### src/rtl/lsu_pkg.sv
// Shared definitions for the load/store unit: request size codes, memory write
// codes and the controller state encoding.
package lsu_pkg;

    localparam logic [1:0] SZ_BYTE    = 2'd0;
    localparam logic [1:0] SZ_HALF    = 2'd1;
    localparam logic [1:0] SZ_WORD    = 2'd2;
    localparam logic [1:0] SZ_ILLEGAL = 2'd3;

    localparam logic [1:0] WR_NONE = 2'd0;
    localparam logic [1:0] WR_BYTE = 2'd1;
    localparam logic [1:0] WR_HALF = 2'd2;
    localparam logic [1:0] WR_WORD = 2'd3;

    typedef enum logic [2:0] {
        ST_IDLE,
        ST_STORE,
        ST_RELEASE,
        ST_LOAD_WAIT,
        ST_RESP
    } lsu_state_t;

    function automatic logic [1:0] size_to_wr(input logic [1:0] size);
        case (size)
            SZ_BYTE: size_to_wr = WR_BYTE;
            SZ_HALF: size_to_wr = WR_HALF;
            SZ_WORD: size_to_wr = WR_WORD;
            default: size_to_wr = WR_NONE;
        endcase
    endfunction

endpackage

### src/rtl/load_store_unit_if.sv
// Request/response and memory-side signals of the load/store unit.
// slave = the LSU itself; master = execute stage plus byte_addressable memory.
interface load_store_unit_if;
    logic        req_valid;
    logic        req_ready;
    logic        req_store;
    logic [1:0]  req_size;
    logic        req_signed;
    logic [31:0] req_addr;
    logic [31:0] req_wdata;
    logic        resp_valid;
    logic [31:0] resp_rdata;
    logic        resp_fault;
    logic [31:0] mem_address;
    logic [1:0]  mem_write;
    logic [7:0]  mem_d0, mem_d1, mem_d2, mem_d3;
    logic        mem_error;
    logic        mem_done;
    logic [7:0]  mem_q0, mem_q1, mem_q2, mem_q3;

    modport slave (
        input  req_valid, req_store, req_size, req_signed, req_addr, req_wdata,
        input  mem_error, mem_done, mem_q0, mem_q1, mem_q2, mem_q3,
        output req_ready, resp_valid, resp_rdata, resp_fault,
        output mem_address, mem_write, mem_d0, mem_d1, mem_d2, mem_d3
    );

    modport master (
        output req_valid, req_store, req_size, req_signed, req_addr, req_wdata,
        output mem_error, mem_done, mem_q0, mem_q1, mem_q2, mem_q3,
        input  req_ready, resp_valid, resp_rdata, resp_fault,
        input  mem_address, mem_write, mem_d0, mem_d1, mem_d2, mem_d3
    );
endinterface

### src/rtl/lsu_load_extend.sv
// Combinational load-data extraction: selects byte/half/word from the read
// lanes (q0 most significant) and sign- or zero-extends to 32 bits.
module lsu_load_extend
    import lsu_pkg::*;
(
    input  logic [1:0]  i_size,
    input  logic        i_signed,
    input  logic [7:0]  i_q0,
    input  logic [7:0]  i_q1,
    input  logic [7:0]  i_q2,
    input  logic [7:0]  i_q3,
    output logic [31:0] o_result
);
    logic w_fill;

    assign w_fill = i_signed & i_q0[7];

    always_comb begin
        o_result = {i_q0, i_q1, i_q2, i_q3};
        case (i_size)
            SZ_BYTE: o_result = {{24{w_fill}}, i_q0};
            SZ_HALF: o_result = {{16{w_fill}}, i_q0, i_q1};
            default: o_result = {i_q0, i_q1, i_q2, i_q3};
        endcase
    end
endmodule

### src/rtl/load_store_unit.sv
// Load/store unit in front of byte_addressable: one request at a time, store
// write/done handshake, load latency wait. Optional watchdog: LSU_TIMEOUT_EN.
module load_store_unit
    import lsu_pkg::*;
#(
    parameter int READ_LATENCY   = 2,
    parameter int TIMEOUT_CYCLES = 64
) (
    input logic              clk,
    input logic              rst_n,
    load_store_unit_if.slave bus
);
    localparam logic [2:0] LAT = 3'(READ_LATENCY);

    lsu_state_t  r_state, w_state_next;
    logic        r_req_ready, w_req_ready_next;
    logic        r_resp_valid, w_resp_valid_next;
    logic [31:0] r_resp_rdata, w_resp_rdata_next;
    logic        r_resp_fault, w_resp_fault_next;
    logic [31:0] r_mem_address, w_mem_address_next;
    logic [1:0]  r_mem_write, w_mem_write_next;
    logic [31:0] r_mem_lanes, w_mem_lanes_next;
    logic [1:0]  r_size, w_size_next;
    logic        r_signed, w_signed_next;
    logic        r_fault, w_fault_next;
    logic [31:0] r_load_data, w_load_data_next;
    logic [2:0]  r_cnt, w_cnt_next;
    logic [31:0] w_ext_data;

`ifdef LSU_TIMEOUT_EN
    localparam logic [7:0] WD_LAST = 8'(TIMEOUT_CYCLES - 1);
    logic [7:0] r_wd, w_wd_next;
    logic       w_wd_expired;

    assign w_wd_expired = (r_wd == WD_LAST);
    // Restarts on every state change, so STORE and RELEASE each get a full budget.
    assign w_wd_next = (w_state_next != r_state ||
                        (r_state != ST_STORE && r_state != ST_RELEASE)) ? 8'd0 : r_wd + 8'd1;

    always_ff @(posedge clk or negedge rst_n) begin
        if (!rst_n) r_wd <= 8'd0;
        else        r_wd <= w_wd_next;
    end
`endif

    lsu_load_extend u_load_extend (
        .i_size   (r_size),
        .i_signed (r_signed),
        .i_q0     (bus.mem_q0),
        .i_q1     (bus.mem_q1),
        .i_q2     (bus.mem_q2),
        .i_q3     (bus.mem_q3),
        .o_result (w_ext_data)
    );

    always_ff @(posedge clk or negedge rst_n) begin
        if (!rst_n) begin
            r_state       <= ST_IDLE;
            r_req_ready   <= 1'b1;
            r_resp_valid  <= 1'b0;
            r_resp_rdata  <= '0;
            r_resp_fault  <= 1'b0;
            r_mem_address <= '0;
            r_mem_write   <= WR_NONE;
            r_mem_lanes   <= '0;
            r_size        <= SZ_BYTE;
            r_signed      <= 1'b0;
            r_fault       <= 1'b0;
            r_load_data   <= '0;
            r_cnt         <= '0;
        end else begin
            r_state       <= w_state_next;
            r_req_ready   <= w_req_ready_next;
            r_resp_valid  <= w_resp_valid_next;
            r_resp_rdata  <= w_resp_rdata_next;
            r_resp_fault  <= w_resp_fault_next;
            r_mem_address <= w_mem_address_next;
            r_mem_write   <= w_mem_write_next;
            r_mem_lanes   <= w_mem_lanes_next;
            r_size        <= w_size_next;
            r_signed      <= w_signed_next;
            r_fault       <= w_fault_next;
            r_load_data   <= w_load_data_next;
            r_cnt         <= w_cnt_next;
        end
    end

    always_comb begin
        w_state_next       = r_state;
        w_resp_valid_next  = 1'b0;
        w_resp_rdata_next  = '0;
        w_resp_fault_next  = 1'b0;
        w_mem_address_next = r_mem_address;
        w_mem_write_next   = r_mem_write;
        w_mem_lanes_next   = r_mem_lanes;
        w_size_next        = r_size;
        w_signed_next      = r_signed;
        w_fault_next       = r_fault;
        w_load_data_next   = r_load_data;
        w_cnt_next         = r_cnt;
        case (r_state)
            ST_IDLE: begin
                if (bus.req_valid && r_req_ready) begin
                    w_size_next      = bus.req_size;
                    w_signed_next    = bus.req_signed;
                    w_fault_next     = 1'b0;
                    w_load_data_next = '0;
                    if (bus.req_addr[1:0] != 2'b00 || bus.req_size == SZ_ILLEGAL) begin
                        w_fault_next = 1'b1;
                        w_state_next = ST_RESP;
                    end else if (bus.req_store) begin
                        w_state_next       = ST_STORE;
                        w_mem_address_next = bus.req_addr;
                        w_mem_write_next   = size_to_wr(bus.req_size);
                        case (bus.req_size)
                            SZ_BYTE: w_mem_lanes_next = {bus.req_wdata[7:0], 24'h0};
                            SZ_HALF: w_mem_lanes_next = {bus.req_wdata[15:0], 16'h0};
                            default: w_mem_lanes_next = bus.req_wdata;
                        endcase
                    end else begin
                        w_state_next       = ST_LOAD_WAIT;
                        w_mem_address_next = bus.req_addr;
                        w_mem_write_next   = WR_NONE;
                        w_cnt_next         = LAT;
                    end
                end
            end
            ST_STORE: begin
                if (bus.mem_error) w_fault_next = 1'b1;
                // An error ends the write just like done; release still waits for done low.
                if (bus.mem_done || bus.mem_error) begin
                    w_mem_write_next = WR_NONE;
                    w_state_next     = ST_RELEASE;
                end
`ifdef LSU_TIMEOUT_EN
                else if (w_wd_expired) begin
                    w_mem_write_next = WR_NONE;
                    w_fault_next     = 1'b1;
                    w_state_next     = ST_RESP;
                end
`endif
            end
            ST_RELEASE: begin
                if (!bus.mem_done) w_state_next = ST_RESP;
`ifdef LSU_TIMEOUT_EN
                else if (w_wd_expired) begin
                    w_fault_next = 1'b1;
                    w_state_next = ST_RESP;
                end
`endif
            end
            ST_LOAD_WAIT: begin
                if (bus.mem_error) w_fault_next = 1'b1;
                w_cnt_next = r_cnt - 3'd1;
                if (r_cnt == 3'd1) begin
                    w_load_data_next = w_ext_data;
                    w_state_next     = ST_RESP;
                end
            end
            ST_RESP: begin
                w_resp_valid_next = 1'b1;
                w_resp_fault_next = r_fault;
                w_resp_rdata_next = r_fault ? 32'h0 : r_load_data;
                w_state_next      = ST_IDLE;
            end
            default: w_state_next = ST_IDLE;
        endcase
    end

    assign w_req_ready_next = (w_state_next == ST_IDLE);

    assign bus.req_ready   = r_req_ready;
    assign bus.resp_valid  = r_resp_valid;
    assign bus.resp_rdata  = r_resp_rdata;
    assign bus.resp_fault  = r_resp_fault;
    assign bus.mem_address = r_mem_address;
    assign bus.mem_write   = r_mem_write;
    assign bus.mem_d0      = r_mem_lanes[31:24];
    assign bus.mem_d1      = r_mem_lanes[23:16];
    assign bus.mem_d2      = r_mem_lanes[15:8];
    assign bus.mem_d3      = r_mem_lanes[7:0];
endmodule

### src/flat_wrapper.sv
// flat-port wrapper written by rule: the top's interface ports become plain ports
module load_store_unit_flat import lsu_pkg::*;
#(
    parameter int READ_LATENCY   = 2,
    parameter int TIMEOUT_CYCLES = 64
)
  (clk, rst_n, bus_req_valid, bus_req_store, bus_req_size, bus_req_signed, bus_req_addr, bus_req_wdata, bus_mem_error, bus_mem_done, bus_mem_q0, bus_mem_q1, bus_mem_q2, bus_mem_q3, bus_req_ready, bus_resp_valid, bus_resp_rdata, bus_resp_fault, bus_mem_address, bus_mem_write, bus_mem_d0, bus_mem_d1, bus_mem_d2, bus_mem_d3);
  load_store_unit_if bus_i ();
  input logic clk;
  input logic rst_n;
  input wire logic [$bits(bus_i.req_valid)-1:0] bus_req_valid;
  input wire logic [$bits(bus_i.req_store)-1:0] bus_req_store;
  input wire logic [$bits(bus_i.req_size)-1:0] bus_req_size;
  input wire logic [$bits(bus_i.req_signed)-1:0] bus_req_signed;
  input wire logic [$bits(bus_i.req_addr)-1:0] bus_req_addr;
  input wire logic [$bits(bus_i.req_wdata)-1:0] bus_req_wdata;
  input wire logic [$bits(bus_i.mem_error)-1:0] bus_mem_error;
  input wire logic [$bits(bus_i.mem_done)-1:0] bus_mem_done;
  input wire logic [$bits(bus_i.mem_q0)-1:0] bus_mem_q0;
  input wire logic [$bits(bus_i.mem_q1)-1:0] bus_mem_q1;
  input wire logic [$bits(bus_i.mem_q2)-1:0] bus_mem_q2;
  input wire logic [$bits(bus_i.mem_q3)-1:0] bus_mem_q3;
  output wire logic [$bits(bus_i.req_ready)-1:0] bus_req_ready;
  output wire logic [$bits(bus_i.resp_valid)-1:0] bus_resp_valid;
  output wire logic [$bits(bus_i.resp_rdata)-1:0] bus_resp_rdata;
  output wire logic [$bits(bus_i.resp_fault)-1:0] bus_resp_fault;
  output wire logic [$bits(bus_i.mem_address)-1:0] bus_mem_address;
  output wire logic [$bits(bus_i.mem_write)-1:0] bus_mem_write;
  output wire logic [$bits(bus_i.mem_d0)-1:0] bus_mem_d0;
  output wire logic [$bits(bus_i.mem_d1)-1:0] bus_mem_d1;
  output wire logic [$bits(bus_i.mem_d2)-1:0] bus_mem_d2;
  output wire logic [$bits(bus_i.mem_d3)-1:0] bus_mem_d3;
  assign bus_i.req_valid = bus_req_valid;
  assign bus_i.req_store = bus_req_store;
  assign bus_i.req_size = bus_req_size;
  assign bus_i.req_signed = bus_req_signed;
  assign bus_i.req_addr = bus_req_addr;
  assign bus_i.req_wdata = bus_req_wdata;
  assign bus_i.mem_error = bus_mem_error;
  assign bus_i.mem_done = bus_mem_done;
  assign bus_i.mem_q0 = bus_mem_q0;
  assign bus_i.mem_q1 = bus_mem_q1;
  assign bus_i.mem_q2 = bus_mem_q2;
  assign bus_i.mem_q3 = bus_mem_q3;
  assign bus_req_ready = bus_i.req_ready;
  assign bus_resp_valid = bus_i.resp_valid;
  assign bus_resp_rdata = bus_i.resp_rdata;
  assign bus_resp_fault = bus_i.resp_fault;
  assign bus_mem_address = bus_i.mem_address;
  assign bus_mem_write = bus_i.mem_write;
  assign bus_mem_d0 = bus_i.mem_d0;
  assign bus_mem_d1 = bus_i.mem_d1;
  assign bus_mem_d2 = bus_i.mem_d2;
  assign bus_mem_d3 = bus_i.mem_d3;
  load_store_unit #(.READ_LATENCY(READ_LATENCY), .TIMEOUT_CYCLES(TIMEOUT_CYCLES)) u_core (.clk(clk), .rst_n(rst_n), .bus(bus_i));
endmodule
### config.mk
export PLATFORM = sky130hd
export DESIGN_NAME = load_store_unit_flat
export DESIGN_NICKNAME = d
export VERILOG_FILES = /design/src/rtl/lsu_pkg.sv /design/src/rtl/load_store_unit_if.sv /design/src/rtl/lsu_load_extend.sv /design/src/rtl/load_store_unit.sv /design/src/flat_wrapper.sv
export SDC_FILE = /design/constraint.sdc
export NUM_CORES = 1
export LEC_CHECK = 0
export BUFFER_PORTS_ARGS = -buffer_cell sky130_fd_sc_hd__buf_2
export CAP_MARGIN = 30
export CORE_MARGIN = 10
export CORE_UTILIZATION = 46
export DETAILED_ROUTE_END_ITERATION = 12
export PLACE_DENSITY = 0.86
export SYNTH_ARGS = -nofsm -noshare
export SYNTH_HDL_FRONTEND = slang
export SYNTH_SLANG_ARGS = --single-unit
### constraint.sdc
create_clock -name clk -period 2 [get_ports clk]
set_input_delay 0.2 -clock clk [delete_from_list [all_inputs] [get_ports clk]]
set_output_delay 0.2 -clock clk [all_outputs]
set_load 0.01 [all_outputs]
==> impl_metrics.env, run 1 <==
export IMPL_drtAntennaViolNets=0
export IMPL_ys_warn_count=0
export IMPL_syn_nets=632
export IMPL_yosys_cell_types_count=43
export IMPL_die_w_um=137
export IMPL_clock_tree_from_tritoncts="done"
export IMPL_route_final_wire_length_um=16800
export IMPL_post_synth_xor_area_fraction=0
export IMPL_gr_usage_all_layers=0.179
export IMPL_design_die_area_mm2=0.0188
export IMPL_floorplan_initialDensity=0.473
export IMPL_synth_seq_area_share=0.569
export IMPL_fin_nets=853
export IMPL_worstReg2RegStart="u_core.r_state[1]$_DFF_PN0_"
export IMPL_synth_async_reset_ratio=1.00
export IMPL_yosysTopAreaCellShare=0.565
export IMPL_via_per_inst=5.14
export IMPL_drv_max_cap_violation_count=0
export IMPL_worst_path_largest_cell_delay_ps=570
export IMPL_clkSlewWorstSetupHoldPaths_ps=60
export IMPL_timing_max_slew_rel_slack=0.689
export IMPL_syn2layout_area_growth_pct=33.2
export IMPL_ys_seq_elements=143
export IMPL_post_synth_top_area_cell="dfrtp_1"
export IMPL_place_hpwl_um=12300
export IMPL_cts_sinks=143
export IMPL_power_leakage_uw=0.00434
export IMPL_grt_start_max_net_pins=50
export IMPL_route_detailed_wl_per_inst_um=18.0
export IMPL_main_combinational_cell_family_by_area_after_synthesis="multiplexers"
export IMPL_worstMarginPinSlew_ps=467
export IMPL_path_class_of_the_lowest_slack_min_delay_path="input port to register"
export IMPL_cp_required_ps=2300
export IMPL_leading_post_synthesis_cells_by_instance_count="dfrtp_1, mux2_2, inv_1"
export IMPL_synth_top_cells_by_area="dfrtp_1, mux2_2, mux2i_1"
export IMPL_drc=0
export IMPL_cts_buffers=17
export IMPL_boundaryPins=206
export IMPL_synth_most_common_cell="dfrtp_1"
export IMPL_pwr_density_cell_mw_per_mm2=1250
export IMPL_insertion_delay_ps=420
export IMPL_post_synth_inst_count=521
export IMPL_synth_compound_gate_area_share=0.0825
export IMPL_hold_path_cell_count=2
export IMPL_cts_htree_levels=4
export IMPL_number_of_flops_mapped_to_enable_cells_by_yosys=0
export IMPL_adder_cell_fraction_of_synth_area=0.0119
export IMPL_timing_final_setup_violations=0
export IMPL_worstPathCellList="or4_4, nor4b_4, buf_12, mux2_2"
export IMPL_worst_hold_startpoint="bus_req_addr[30]"
export IMPL_fin_crit_sh=0.976
export IMPL_post_route_cell_area_mm2=0.00838
export IMPL_clockBufferDepth=2
export IMPL_postPlaceCellArea_mm2=0.00769
export IMPL_fin_ws_ps=48.1
export IMPL_fin_skew_ps=5.36
export IMPL_syn_avg_cell_area_um2=12.1
export IMPL_overflow=0
export IMPL_grt_pass1_wl_um=26200
export IMPL_worst_path_max_delay_cell="or4_4"
export IMPL_synthMuxAreaShare=0.178
export IMPL_drtIter0Drc=299
export IMPL_drt_pass1_iter_count=4
export IMPL_critPathBufInv=1
export IMPL_detailedPlace_worstSlack_ps=-7.20
export IMPL_timing_reg2reg_worst_path_depth=4
export IMPL_post_route_cells_drive_above_1_share=0.446
export IMPL_netlist_area_mm2=0.00629
export IMPL_fp_coreArea_mm2=0.0133
export IMPL_die_height_um=137
export IMPL_vias=4804
export IMPL_timing_final_hold_violations=0
export IMPL_max_clock_freq_mhz=512
export IMPL_irDropWorstVdd_uv=732
export IMPL_floorplan_rows=42
export IMPL_cp_launch_type="register"
export IMPL_grt_pass1_vias=5105
export IMPL_rsz_0062_raised_after_global_routing="false"
export IMPL_run_status="complete, no violations"
export IMPL_cp_max_fo=16
export IMPL_crit_path_end_kind="register"
export IMPL_critical_path_startpoint="u_core.r_state[1]$_DFF_PN0_"
export IMPL_clock_tree_root_cell="clkbuf_16"
export IMPL_gp_routability_congestion=0.880
export IMPL_timing_worst_setup_path_type="register to register"
export IMPL_synthFlopType="dfrtp_1"
export IMPL_post_route_min_period_ps=1950
export IMPL_cpLargestDelayFamily="simple AND/OR/NAND/NOR gates"
export IMPL_place_port_buffers=205
export IMPL_rrSetupSlack_ps=50
export IMPL_r2r_end="u_core.r_mem_lanes[17]$_DFFE_PN0P_"
export IMPL_crit_arrival_ps=2250
export IMPL_initial_antenna_violation_count=3
export IMPL_finalMaxSlewViolations=0
export IMPL_min_to="u_core.bus.mem_address[30]$_DFFE_PN0P_"
export IMPL_synthSimpleGateAreaFrac=0.113
-- where the power goes --
group	switching, uW	internal, uW	total, uW
clock	1200	1960	3160
sequential	423	3650	4070
combinational	1740	1500	3230
total	3360	7100	10500
-- registers in the layout, indices dropped and copies added, names as in the netlist --
name,cells
u_core.bus.resp_rdata,32
u_core.bus.resp_valid,1
u_core.r_fault,1
u_core.bus.mem_write,2
u_core.bus.mem_address,32
u_core.r_load_data,32
u_core.r_cnt,3
u_core.bus.req_ready,1
u_core.r_state,3
u_core.r_mem_lanes,32
u_core.r_size,2
u_core.r_signed,1
u_core.bus.resp_fault,1
-- cell type report --
cell class | count | area, um2
fill | 992 | 4920
sequential | 143 | 3580
clock buffer | 18 | 429
antenna | 4 | 10.0
tap | 176 | 220
inverter | 41 | 154
clock inverter | 14 | 168
timing repair buffer | 235 | 1370
multi-input combinational | 304 | 2450
-- kinds of logic after synthesis --
group,Yosys count
DFF,143
and+or+nand+nor,121
muxes,103
AOI/OAI and AO/OA,74
buffers and inverters,74
adders and majority gates,6
-- layout by cell type, fill, tap and decap left out, types with 5 or more instances in the layout --
master and instances:
buf_2 204, dfrtp_1 142, mux2_2 65, inv_1 41, and2_1 34, mux2i_1 33
nor2b_1 26, nand2_1 22, nor3_1 18, a21oi_1 17, a22o_1 17, clkbuf_16 17
buf_4 17, o21ai_0 11, a211oi_1 8, buf_12 8, a221oi_1 7, ha_1 6
clkinvlp_4 6, nor2_1 5, dlygate4sd3_1 5
-- per-layer routing --
metal | track usage | wire length [um] | vias up | part of all wire
met5 | 0 | 0 | - | 0
met4 | 0.0913 | 517 | 0 | 0.031
met3 | 0.0638 | 1290 | 40 | 0.076
met2 | 0.298 | 8670 | 164 | 0.52
met1 | 0.197 | 6350 | 2357 | 0.38
li1 | - | - | 2243 | -
-- how the worst max path moves through the flow --
stage / end / slack, ps / cells past startpoint
after floorplan: u_core.r_mem_lanes[19]$_DFFE_PN0P_ / 7 / 4
after global placement: u_core.r_mem_lanes[16]$_DFFE_PN0P_ / 30 / 6
after detailed placement: u_core.r_mem_lanes[12]$_DFFE_PN0P_ / -7 / 7
after CTS: u_core.r_mem_lanes[19]$_DFFE_PN0P_ / 30 / 4
after global routing: u_core.r_mem_lanes[2]$_DFFE_PN0P_ / 5 / 5
final: u_core.r_mem_lanes[17]$_DFFE_PN0P_ / 50 / 4
-- metrics by stage --
stage / hold WS, ps / TNS [ps] / utilization / instances / power, uW
finish: 14.8 / 0 / 0.630 / 935 / 10500
global route: 3.54 / 0 / 0.630 / 934 / 11000
CTS: 0.883 / 0 / 0.627 / 927 / 10600
detailed placement: 161 / -7.20 / 0.578 / 890 / 7350
global placement: 165 / 0 / 0.578 / 890 / 7220
floorplan: -95.6 / 0 / - / 521 / 5900
-- what timing repair did --
item	4_1_cts	5_1_grt
hold buffers	5	0
buffers inserted	0	4
setup endpoints to repair	0	6
gates resized for setup	0	1
hold endpoints to repair	50	0
(Power assumes the default switching activity.)
==> run 2: changes to the inputs <==
--- a/config.mk
+++ b/config.mk
@@ -7,10 +7,13 @@
 export LEC_CHECK = 0
 export BUFFER_PORTS_ARGS = -buffer_cell sky130_fd_sc_hd__buf_2
 export CAP_MARGIN = 30
+export CORE_ASPECT_RATIO = 1.25
 export CORE_MARGIN = 10
 export CORE_UTILIZATION = 46
 export DETAILED_ROUTE_END_ITERATION = 12
+export MAX_ROUTING_LAYER = met4
 export PLACE_DENSITY = 0.86
+export SLEW_MARGIN = 20
 export SYNTH_ARGS = -nofsm -noshare
 export SYNTH_HDL_FRONTEND = slang
 export SYNTH_SLANG_ARGS = --single-unit
==> impl_metrics.env, run 2 (same netlist as run 1, synthesis figures left out) <==
export IMPL_fin_nets=869
export IMPL_drv_max_cap_violation_count=0
export IMPL_die_height_um=151
export IMPL_cts_buffers=17
export IMPL_drc=0
export IMPL_hold_worst_slack_ps=25.6
export IMPL_post_route_cells_drive_above_1_share=0.441
export IMPL_cp_max_fo=10
export IMPL_gp_routability_congestion=0.886
export IMPL_boundaryPins=206
export IMPL_via_per_inst=5.27
export IMPL_vias=4964
export IMPL_num_antenna_cells=0
export IMPL_run_status="complete, no violations"
export IMPL_clock_tree_root_cell="clkbuf_16"
export IMPL_irDropWorstVdd_uv=739
export IMPL_post_route_min_period_ps=1980
export IMPL_grt_start_max_net_pins=53
export IMPL_syn2layout_area_growth_pct=35.5
export IMPL_cp_launch_type="register"
export IMPL_clock_tree_from_tritoncts="done"
export IMPL_clockBufferDepth=2
export IMPL_cts_sinks=143
export IMPL_worst_path_largest_cell_delay_ps=540
export IMPL_route_final_wire_length_um=17800
export IMPL_drtAntennaViolNets=0
export IMPL_gr_usage_all_layers=0.193
export IMPL_grt_pass1_vias=5290
export IMPL_worst_path_max_delay_cell="or4_4"
export IMPL_fp_coreArea_mm2=0.0133
export IMPL_die_w_um=125
export IMPL_finalMaxSlewViolations=0
export IMPL_layout_filler_cells=1029
export IMPL_crit_arrival_ps=2280
export IMPL_floorplan_initialDensity=0.471
export IMPL_drt_pass1_iter_count=4
export IMPL_fin_crit_sh=0.990
export IMPL_timing_worst_setup_path_type="register to register"
export IMPL_timing_final_hold_violations=0
export IMPL_worstPathCellList="or4_4, nor4b_4, buf_4, clkbuf_16, mux2_1"
export IMPL_cpLargestDelayFamily="simple AND/OR/NAND/NOR gates"
export IMPL_total_power_uw=10600
export IMPL_power_leakage_uw=0.00442
export IMPL_cts_htree_levels=4
export IMPL_initial_antenna_violation_count=0
export IMPL_floorplan_rows=47
export IMPL_path_class_of_the_lowest_slack_min_delay_path="input port to register"
export IMPL_cp_required_ps=2300
export IMPL_fin_skew_ps=7.52
export IMPL_place_hpwl_um=12900
export IMPL_pwr_density_cell_mw_per_mm2=1250
export IMPL_route_detailed_wl_per_inst_um=18.9
export IMPL_place_port_buffers=205
export IMPL_drtIter0Drc=333
export IMPL_insertion_delay_ps=420
export IMPL_max_clock_freq_mhz=505
export IMPL_layout_commonest_cell="buf_2"
export IMPL_design_die_area_mm2=0.0188
export IMPL_timing_max_slew_rel_slack=0.671
export IMPL_layout_common_cells="buf_2, dfrtp_1, mux2_2, inv_1, and2_1"
export IMPL_worstMarginPinSlew_ps=493
export IMPL_crit_path_end_kind="register"
export IMPL_overflow=0
export IMPL_critPathBufInv=2
export IMPL_timing_final_setup_violations=0
export IMPL_grt_pass1_wl_um=28200
export IMPL_clkSlewWorstSetupHoldPaths_ps=60
## run 2: worst paths after layout
path	start	endpoint	slack (ps)	cells after the start
hold reg to reg	u_core.r_load_data[19]$_DFFE_PN0P_	u_core.bus.resp_rdata[19]$_DFF_PN0_	470	1
max in group asynchronous	rst_n	u_core.bus.resp_rdata[22]$_DFF_PN0_	1040	3
setup / recovery	u_core.r_state[0]$_DFF_PN0_	u_core.r_mem_lanes[22]$_DFFE_PN0P_	20	5
setup reg to reg	u_core.r_state[0]$_DFF_PN0_	u_core.r_mem_lanes[22]$_DFFE_PN0P_	20	5
hold / removal	bus_req_addr[31]	u_core.bus.mem_address[31]$_DFFE_PN0P_	30	2
min in group asynchronous	rst_n	u_core.bus.mem_address[25]$_DFFE_PN0P_	310	2
## run 2: metrics by stage
stage                     TNS [ps]  instances   util  setup WS [ps]  instance area (um2)
after floorplan                  0        521      -           6.59                 6300
after global placement           0        889  0.575           42.7                 7670
after detailed placement      -130        889  0.575          -37.8                 7670
after CTS                        0        939  0.635           16.7                 8480
after global routing          -182        942  0.639          -38.3                 8530
final                            0        942  0.639           20.6                 8530
## run 2: final cells by class
| cell class | count | area, um2 | area share |
|---|---|---|---|
| Clock inverter | 14 | 180 | 0.0211 |
| Sequential cell | 143 | 3580 | 0.420 |
| Timing Repair Buffer | 251 | 1510 | 0.177 |
| Inverter | 41 | 154 | 0.0181 |
| Tap cell | 171 | 214 | 0.0251 |
| Multi-Input combinational cell | 304 | 2450 | 0.287 |
| Clock buffer | 18 | 439 | 0.0515 |
## run 2: report_power, final
| group | internal [uW] | switching, uW |
|---|---|---|
| logic | 1520 | 1740 |
| clock network | 2010 | 1250 |
| registers | 3650 | 462 |
| total | 7180 | 3450 |
## run 2: what timing repair did
action,in CTS,in global routing
setup endpoints to repair,1,23
hold endpoints to repair,66,0
hold buffers,19,0
pin swaps,0,2
gates cloned,0,1
buffers inserted,0,2
resized for setup,0,3
## run 2: per-layer routing
layer  vias to the layer above  wire length [um]  global-route usage  part of all wire
li1                       2274                 -                   -                 -
met1                      2406              7310               0.227              0.41
met2                       258              8660               0.303              0.49
met3                        26              1520              0.0672             0.085
met4                         0               357              0.0700             0.020
met5                         -                 0                   -                 0
==> run 3: changes to the inputs <==
--- a/config.mk
+++ b/config.mk
@@ -9,10 +9,10 @@
 export CAP_MARGIN = 30
 export CORE_ASPECT_RATIO = 1.25
 export CORE_MARGIN = 10
-export CORE_UTILIZATION = 46
+export CORE_UTILIZATION = 50
 export DETAILED_ROUTE_END_ITERATION = 12
 export MAX_ROUTING_LAYER = met4
-export PLACE_DENSITY = 0.86
+export PLACE_DENSITY = 0.88
 export SLEW_MARGIN = 20
 export SYNTH_ARGS = -nofsm -noshare
 export SYNTH_HDL_FRONTEND = slang
==> constraint.sdc (replaced) <==
create_clock -name clk -period 2.06 [get_ports clk]
set_input_delay 0.206 -clock clk [delete_from_list [all_inputs] [get_ports clk]]
set_output_delay 0.206 -clock clk [all_outputs]
set_load 0.01 [all_outputs]
==> impl_metrics.env, run 3 (same netlist as run 1, synthesis figures left out) <==
export IMPL_post_route_min_period_ps=1980
export IMPL_drtIter0Drc=326
export IMPL_power_leakage_uw=0.00430
export IMPL_run_status="complete, no violations"
export IMPL_cts_buffers=17
export IMPL_worst_hold_startpoint="bus_req_addr[18]"
export IMPL_worstReg2RegStart="u_core.r_state[1]$_DFF_PN0_"
export IMPL_crit_arrival_ps=2260
export IMPL_overflow=0
export IMPL_cts_sinks=143
export IMPL_syn2layout_area_growth_pct=31.1
export IMPL_hold_worst_slack_ps=35.7
export IMPL_die_w_um=120
export IMPL_post_route_cells_drive_above_1_share=0.445
export IMPL_worstMarginPinSlew_ps=521
export IMPL_timing_reg2reg_worst_path_depth=4
export IMPL_post_route_cell_area_mm2=0.00825
export IMPL_initial_antenna_violation_count=0
export IMPL_grt_pass1_vias=5041
export IMPL_max_clock_freq_mhz=504
export IMPL_fin_crit_sh=0.963
export IMPL_clock_tree_root_cell="clkbuf_16"
export IMPL_rsz_0062_raised_after_global_routing="true"
export IMPL_worst_path_max_delay_cell="or4_1"
export IMPL_place_port_buffers=205
export IMPL_timing_critical_path_to="u_core.r_mem_lanes[23]$_DFFE_PN0P_"
export IMPL_vias=4820
export IMPL_numPlacedInstances=880
export IMPL_die_height_um=145
export IMPL_grt_pass1_wl_um=27300
export IMPL_design_die_area_mm2=0.0175
export IMPL_cpLargestDelayFamily="simple AND/OR/NAND/NOR gates"
export IMPL_fin_nets=847
export IMPL_cp_depth=4
export IMPL_rrSetupSlack_ps=80
export IMPL_fin_skew_ps=14.0
export IMPL_r2r_end="u_core.r_mem_lanes[23]$_DFFE_PN0P_"
export IMPL_worst_path_largest_cell_delay_ps=600
export IMPL_route_final_wire_length_um=17100
export IMPL_route_detailed_wl_per_inst_um=18.8
export IMPL_fp_coreArea_mm2=0.0122
export IMPL_cts_htree_levels=4
export IMPL_postPlaceCellArea_mm2=0.00765
export IMPL_layout_commonest_cell="buf_2"
export IMPL_worstPathCellList="or4_1, nor4b_4, buf_4, mux2_1"
export IMPL_drv_max_cap_violation_count=0
export IMPL_cp_max_fo=9
export IMPL_pwr_density_cell_mw_per_mm2=1230
export IMPL_drt_pass1_iter_count=4
export IMPL_drc=0
export IMPL_place_hpwl_um=12900
export IMPL_final_setup_tns_ps=0
export IMPL_insertion_delay_ps=410
export IMPL_timing_max_slew_rel_slack=0.653
export IMPL_irDropWorstVdd_uv=537
export IMPL_boundaryPins=206
export IMPL_layout_common_cells="buf_2, dfrtp_1, mux2_2, inv_1, and2_1"
export IMPL_cp_launch_type="register"
export IMPL_gp_routability_congestion=0.947
export IMPL_clockBufferDepth=2
export IMPL_drtAntennaViolNets=0
export IMPL_post_cts_repair_setup_buffers=0
export IMPL_clkSlewWorstSetupHoldPaths_ps=60
export IMPL_crit_path_end_kind="register"
export IMPL_timing_final_hold_violations=0
export IMPL_via_per_inst=5.28
export IMPL_clock_tree_from_tritoncts="done"
export IMPL_grt_start_max_net_pins=56
export IMPL_floorplan_rows=45
export IMPL_floorplan_initialDensity=0.515
export IMPL_cp_required_ps=2340
export IMPL_finalMaxSlewViolations=0
export IMPL_fin_ws_ps=76.1
export IMPL_timing_final_setup_violations=0
export IMPL_critical_path_startpoint="u_core.r_state[1]$_DFF_PN0_"
export IMPL_gr_usage_all_layers=0.198
export IMPL_num_antenna_cells=0
export IMPL_path_class_of_the_lowest_slack_min_delay_path="input port to register"
export IMPL_critPathBufInv=1
export IMPL_timing_worst_setup_path_type="register to register"
export IMPL_layoutNonFillerInstCount=913
export IMPL_detailedPlace_worstSlack_ps=3.17
[run 3: timing repair]
action | in CTS | in global routing
setup endpoints to repair | 0 | 4
gates resized for setup | 0 | 0
hold buffers | 1 | 0
endpoints found under the hold margin | 52 | 0
[run 3: worst min path at each step]
stage | to | cells after the start
floorplan | u_core.bus.mem_address[0]$_DFFE_PN0P_ | 0
detailed placement | u_core.bus.mem_address[24]$_DFFE_PN0P_ | 1
global route | u_core.bus.mem_address[23]$_DFFE_PN0P_ | 2
finish | u_core.bus.mem_address[18]$_DFFE_PN0P_ | 2
global placement | u_core.bus.mem_address[24]$_DFFE_PN0P_ | 1
CTS | u_core.bus.mem_address[23]$_DFFE_PN0P_ | 2
[run 3: where the power goes]
part	internal, uW	switching (uW)
Clock	1850	1140
Sequential	3540	425
Combinational	1430	1710
Total	6820	3280
[run 3: through the flow]
stage	total power, uW	utilization
6_report	10100	0.675
5_1_grt	10700	0.675
4_1_cts	10200	0.675
3_5_place_dp	7170	0.626
3_3_place_gp	7020	0.626
2_1_floorplan	5720	-
[run 3: final cells by class]
| cell class | instances | area [um2] |
|---|---|---|
| fillers | 877 | 3970 |
| flip-flops and latches | 143 | 3580 |
| multi-input cells | 304 | 2440 |
| repair buffers | 229 | 1280 |
| clock buffers | 20 | 457 |
| well taps | 164 | 205 |
| inverters | 41 | 154 |
| clock inverters | 12 | 135 |
[run 3: layer usage]
layer,routed length (um),share of wire,GRT usage
met1,7240,0.42,0.239
met2,8330,0.49,0.314
met3,1380,0.081,0.0640
met4,171,0.010,0.0538
met5,0,0,-
